### config.mk
export PLATFORM = sky130hd
export DESIGN_NAME = attention_value_mac
export DESIGN_NICKNAME = d
export VERILOG_FILES = /design/src/rtl/attn_pkg.sv /design/src/rtl/fxp_round_sat.sv /design/src/rtl/attention_value_mac.sv
export SDC_FILE = /design/constraint.sdc
export NUM_CORES = 1
export LEC_CHECK = 0
export CORE_AREA = 8 8 251 229
export DETAILED_ROUTE_END_ITERATION = 16
export DIE_AREA = 0 0 259 237
export PLACE_DENSITY = 0.8
export SYNTH_ARGS = -nofsm -noshare
export SYNTH_HDL_FRONTEND = slang
export SYNTH_SLANG_ARGS = --single-unit
### constraint.sdc
create_clock -name clk -period 9.94 [get_ports clk]
set_input_delay 2.982 -clock clk [delete_from_list [all_inputs] [get_ports clk]]
set_output_delay 2.982 -clock clk [all_outputs]
set_load 0.02 [all_outputs]
### src/rtl/attn_pkg.sv
// Shared types and Q-format constants for the attention datapath stages.
`timescale 1ns/1ps
package attn_pkg;

    localparam int unsigned W_WIDTH    = 16;
    localparam int unsigned W_FRAC     = 15;
    localparam int unsigned V_WIDTH    = 16;
    localparam int unsigned V_FRAC     = 8;
    localparam int unsigned OUT_WIDTH  = 16;
    localparam int unsigned OUT_FRAC   = 8;

    // Right shift that maps a weight*value product back to output Q-format.
    localparam int unsigned NORM_SHIFT = W_FRAC + V_FRAC - OUT_FRAC;

    typedef logic signed [W_WIDTH-1:0]   weight_t;
    typedef logic signed [V_WIDTH-1:0]   value_t;
    typedef logic signed [OUT_WIDTH-1:0] out_t;

    typedef enum logic [2:0] {
        ST_IDLE,
        ST_LATCH,
        ST_MAC,
        ST_WRITE,
        ST_DONE
    } mac_state_t;

endpackage

### src/rtl/fxp_round_sat.sv
// Combinational arithmetic right shift, optional round-half-up, then saturate
// from IN_WIDTH down to a signed OUT_WIDTH word.
`timescale 1ns/1ps
module fxp_round_sat #(
    parameter int unsigned IN_WIDTH  = 34,
    parameter int unsigned OUT_WIDTH = 16,
    parameter int unsigned SHIFT     = 15,
    parameter bit          ROUND     = 1'b0
) (
    input  logic signed [IN_WIDTH-1:0]  din,
    output logic signed [OUT_WIDTH-1:0] result_c
);

    // One guard bit so the rounding bias can never wrap the input.
    localparam int unsigned EXT = IN_WIDTH + 1;

    localparam logic signed [EXT-1:0] HALF = ROUND ? (EXT'(1) <<< (SHIFT - 1)) : '0;
    localparam logic signed [EXT-1:0] MAXV = EXT'((64'sd1 <<< (OUT_WIDTH - 1)) - 64'sd1);
    localparam logic signed [EXT-1:0] MINV = ~MAXV;

    logic signed [EXT-1:0] biased;
    logic signed [EXT-1:0] shifted;

    always_comb begin
        biased  = EXT'(din) + HALF;
        shifted = biased >>> SHIFT;
        if (shifted > MAXV) begin
            result_c = OUT_WIDTH'(MAXV);
        end else if (shifted < MINV) begin
            result_c = OUT_WIDTH'(MINV);
        end else begin
            result_c = OUT_WIDTH'(shifted);
        end
    end

endmodule

### src/rtl/attention_value_mac.sv
// Weighted sum of value rows by softmax weights on one time-multiplexed MAC.
// Build option: ATTN_VALUE_MAC_ROUND_EN selects round-half-up instead of floor.
`timescale 1ns/1ps
module attention_value_mac
    import attn_pkg::*;
#(
    parameter int unsigned N         = 4,
    parameter int unsigned D         = 4,
    parameter int unsigned W_WIDTH   = attn_pkg::W_WIDTH,
    parameter int unsigned W_FRAC    = attn_pkg::W_FRAC,
    parameter int unsigned V_WIDTH   = attn_pkg::V_WIDTH,
    parameter int unsigned V_FRAC    = attn_pkg::V_FRAC,
    parameter int unsigned OUT_WIDTH = attn_pkg::OUT_WIDTH,
    parameter int unsigned OUT_FRAC  = attn_pkg::OUT_FRAC,
    parameter int unsigned ACC_WIDTH = W_WIDTH + V_WIDTH + $clog2(N)
) (
    input  logic                        clk,
    input  logic                        rst_n,
    input  logic                        op_start,
    input  logic signed [W_WIDTH-1:0]   weight_vector [N],
    input  logic signed [V_WIDTH-1:0]   value_matrix  [N][D],
    output logic signed [OUT_WIDTH-1:0] output_vector [D],
    output logic                        op_busy,
    output logic                        op_done
);

    localparam int unsigned SHIFT  = W_FRAC + V_FRAC - OUT_FRAC;
    localparam int unsigned PROD_W = W_WIDTH + V_WIDTH;
    localparam int unsigned IW     = (N > 1) ? $clog2(N) : 1;
    localparam int unsigned DW     = (D > 1) ? $clog2(D) : 1;

`ifdef ATTN_VALUE_MAC_ROUND_EN
    localparam bit ROUND_EN = 1'b1;
`else
    localparam bit ROUND_EN = 1'b0;
`endif

    mac_state_t                  state;
    logic                        op_start_d1;
    logic signed [ACC_WIDTH-1:0] acc;
    logic [IW-1:0]               i_cnt;
    logic [DW-1:0]               d_cnt;
    logic signed [W_WIDTH-1:0]   w_q [N];
    logic signed [V_WIDTH-1:0]   v_q [N][D];
    logic signed [PROD_W-1:0]    prod_c;
    logic signed [OUT_WIDTH-1:0] sat_c;

    assign prod_c = PROD_W'(w_q[i_cnt]) * PROD_W'(v_q[i_cnt][d_cnt]);

    fxp_round_sat #(
        .IN_WIDTH (ACC_WIDTH),
        .OUT_WIDTH(OUT_WIDTH),
        .SHIFT    (SHIFT),
        .ROUND    (ROUND_EN)
    ) u_round_sat (
        .din     (acc),
        .result_c(sat_c)
    );

    // Control FSM; op_busy/op_done are registered alongside the state they decode.
    always_ff @(posedge clk or negedge rst_n) begin
        if (!rst_n) begin
            state       <= ST_IDLE;
            op_busy     <= 1'b0;
            op_done     <= 1'b0;
            op_start_d1 <= 1'b0;
            acc         <= '0;
            i_cnt       <= '0;
            d_cnt       <= '0;
            for (int n = 0; n < int'(N); n++) begin
                w_q[n] <= '0;
                for (int k = 0; k < int'(D); k++) v_q[n][k] <= '0;
            end
            for (int k = 0; k < int'(D); k++) output_vector[k] <= '0;
        end else begin
            op_start_d1 <= op_start;
            case (state)
                ST_IDLE: begin
                    if (op_start && !op_start_d1) begin
                        state   <= ST_LATCH;
                        op_busy <= 1'b1;
                    end
                end
                ST_LATCH: begin
                    w_q   <= weight_vector;
                    v_q   <= value_matrix;
                    acc   <= '0;
                    i_cnt <= '0;
                    d_cnt <= '0;
                    state <= ST_MAC;
                end
                ST_MAC: begin
                    acc   <= acc + ACC_WIDTH'(prod_c);
                    i_cnt <= i_cnt + IW'(1);
                    if (i_cnt == IW'(N - 1)) state <= ST_WRITE;
                end
                ST_WRITE: begin
                    output_vector[d_cnt] <= sat_c;
                    acc   <= '0;
                    i_cnt <= '0;
                    if (d_cnt == DW'(D - 1)) begin
                        state   <= ST_DONE;
                        op_busy <= 1'b0;
                        op_done <= 1'b1;
                    end else begin
                        d_cnt <= d_cnt + DW'(1);
                        state <= ST_MAC;
                    end
                end
                ST_DONE: begin
                    op_done <= 1'b0;
                    state   <= ST_IDLE;
                end
                default: begin
                    state   <= ST_IDLE;
                    op_busy <= 1'b0;
                    op_done <= 1'b0;
                end
            endcase
        end
    end

endmodule

==> impl_results.md <==
* Cell Area, Synth at 29300 um2
* Core ar. at 53400 um2
* CP endpoint kind: flop
* DIE HEIGHT at 237 um
* Hold Violations, Final at 0
* Post-CTS resize count at 0
* First-pass GRT wire length at about 130 mm
* Final core occ at 66.4%
* Max-Cap Viols at 0
* CP Max Fanout at just over 40
* Post-CTS Hold Buffers at 0
* Tightest Pin Transition at around 1.2 ns
* Drt via density at roughly 5.6
* Reg2reg start: i_cnt[0]$_DFFE_PN0P_
* Global Route Usage Sum at 26.8%
* Sink Count at about 430
* Met3 wire len at around 5.1 mm
* R2R depth at 26
* Final critical-path required period at 8.53 ns
* CP endpoint: acc[33]$_DFFE_PN0P_
* Initial core utilization at 54.9%
* Req. time, crit path at 10.41 ns
* Crit path DAT at 9.00 ns
* Fin Hold WS at 0.488 ns
* Leading area contributor after synthesis: dfrtp_1
* Post-Syn Area per Cell at roughly 12 um2
* I/O Buffers at approximately 390
* Die width at 259 um
* Uppermost layer routed: met5
* Total gr overflow at 0
* Setup CP Type: reg -> reg
* Top post-synthesis cells by area: dfrtp_1, fa_1, mux2_2
* Max Root-Sink Buffers at 3
* Seq/Total Area, Yosys at 36.5%
* Clk Latency, worst-skew pair at 0.61 ns
* Hold Crit Class: reg -> reg
* Final worst-path cycle share at a little under nine tenths
* Synth-to-Final Area Change at 21.0%
* Via count at around 20000
* Crit Reg-Reg Endpoint: acc[33]$_DFFE_PN0P_
* Wl on met1 at 29.0 mm
* Router iterations before antenna repair at 5
* Clock Skew at 0.0414 ns
* Yosys warns at 0
* Share of layout cells above drive strength 1 at 18.2%
* Final setup violation count at 0
* Max_slew headroom at around a fifth
* Post-synth ARST share at 100%
* CP Launch Type: flop
* CTS clk-pin slew, worst paths at around 0.060 ns
* Synth Flop Type: dfrtp_1
* Reg2Reg Setup Slack at 1.41 ns
* Met2 Wirelength at 42.8 mm
* Final WL at 80.5 mm
* Setup crit start: i_cnt[0]$_DFFE_PN0P_
* Total CTS buffers at 45
* Clock Tree Root: clkbuf_16
* Status: completed
* Net count after synthesis at 3234
* Post-CTS Setup Inserts at 0
* Initial antenna violation count at 20
* Largest net degree at the start of global routing at 211
* Total negative setup slack at 0 ns
* Routability Congestion at 0.925
* F_max at 117 MHz
* Top-area cell type share of the netlist area at 36.5%
* Depth of the CTS H-tree at 2
* Place WS at ~1.4 ns
* Vias in the first global route at around 23000
* Routed Antenna Nets at 0
* Drt initial violations at 1675
* Number of flops mapped to enable cells by yosys at 0
* Synth Register Bits at 428
* CTS tree: built
* Drt drc at 0
* Slew Viols, Final at 0
* Die ar. at 61400 um2
* Final worst slack at 1.41 ns
* RSZ-0062 raised after global routing: no
* Standard-cell rows at 81
* Detailed Place HPWL at 63.3 mm
* Drt wl/cell at ~22 um
* Distinct cell type count after synthesis at 57
* IO Pins at around 390
* Post-Syn Instances at between 2000 and 2500
* Fin nets at between 3000 and 4000
per-layer routing:
layer / vias up / track usage [%]
met4: 4 / 10.5
met2: 690 / 48.1
met5: - / 0
met3: 189 / 5.93
li1: 8892 / -
met1: 10500 / 30.9
logic make-up after synthesis:
logic type | share of synthesized area [%]
muxes | 19.0
xor gates and xnor gates | 1.04
buffers and inverters | 6.15
DFF | 36.5
adders and majority gates | 25.4
AOI/OAI and AO/OA | 5.23
and+or+nand+nor | 6.64
final cells by class:
| type | instances | area [um2] |
|---|---|---|
| clock inverter | 18 | 194 |
| multi-input combinational | 1605 | 16800 |
| fill | 3838 | 17900 |
| antenna | 18 | 45.0 |
| clock buffer | 66 | 1360 |
| sequential | 428 | 10700 |
| inverter | 354 | 1330 |
| tap | 705 | 882 |
| timing repair buffer | 416 | 4140 |
synthesized netlist by cell type (all sizes together) (2+ instances only):
master and instances:
a2111oi 3, a211o 4, a211oi 4, a21o 23, a21oi 23, a221oi 2, a22o 10, a22oi 2
a311o 3, a31oi 4, a32o 2, and2 15, and3 8, buf 37, clkbuf 75, dfrtp 428
fa 305, ha 107, inv 354, mux2 339, mux2i 17, mux4 71, nand2 231, nand2b 8
nand3 20, nand3b 2, nor2 186, nor3 3, nor3b 2, o211ai 3, o21a 17, o21ai 137
o21bai 4, xnor2 23, xor2 12
sequential cells by signal, indices dropped and copies added (netlist names):
name           count
op_busy            1
state              3
v_q              256
output_vector     64
op_start_d1        1
acc               34
i_cnt              2
w_q               64
d_cnt              2
op_done            1
metrics by stage:
step                area, um2  std cells
floorplan               29300       2499
global placement        33900       3508
detailed placement      33900       3508
CTS                     35400       3592
global route            35500       3609
finish                  35500       3610
worst max-delay path, cell delays in order (launching register included):
cell	delay [ns]
dfrtp_4	0.97
buf_4	0.46
mux4_2	0.58
nor2_1	0.13
nor2_1	0.07
o21ai_1	0.12
buf_4	0.28
nor2_1	0.10
fa_1	0.57
inv_1	0.06
fa_1	0.58
fa_1	0.47
fa_1	0.55
inv_1	0.05
fa_1	0.48
inv_1	0.05
fa_1	0.47
inv_1	0.04
ha_1	0.33
and4_1	0.24
o211ai_1	0.10
o21ai_1	0.53
nand3_1	0.24
a211oi_1	0.33
o22ai_1	0.17
xnor2_1	0.26
o21ai_0	0.10
cells in the final DEF, fill, tap and decap left out, types with 20 or more instances in the layout:
cell type	netlist	final
a21oi_1	21	21
xnor2_1	23	23
nand2_1	231	231
clkdlybuf4s50_1	0	387
a21o_1	23	23
mux2_2	339	339
fa_1	305	305
inv_1	353	353
nor2_1	186	186
o21ai_1	24	23
clkbuf_16	0	45
mux4_2	71	71
o21ai_0	113	113
ha_1	107	107
nand3_1	20	20
dfrtp_1	428	426
buf_4	4	25
how the worst min path moves through the flow:
stage,depth (start not counted),end,slack [ns],startpoint
2_1_floorplan,2,acc[11]$_DFFE_PN0P_,0.46,acc[11]$_DFFE_PN0P_
3_5_place_dp,2,output_vector[59]$_DFFE_PN0P_,0.47,output_vector[59]$_DFFE_PN0P_
4_1_cts,2,output_vector[6]$_DFFE_PN0P_,0.49,output_vector[6]$_DFFE_PN0P_
6_report,2,output_vector[6]$_DFFE_PN0P_,0.49,output_vector[6]$_DFFE_PN0P_
5_1_grt,1,v_q[32]$_DFFE_PN0P_,0.52,v_q[32]$_DFFE_PN0P_
3_3_place_gp,2,output_vector[40]$_DFFE_PN0P_,0.46,output_vector[40]$_DFFE_PN0P_
Power is left out: the tool's default activity adds up to more than one toggle a clock period on the data nets, which glitch-free logic cannot reach.
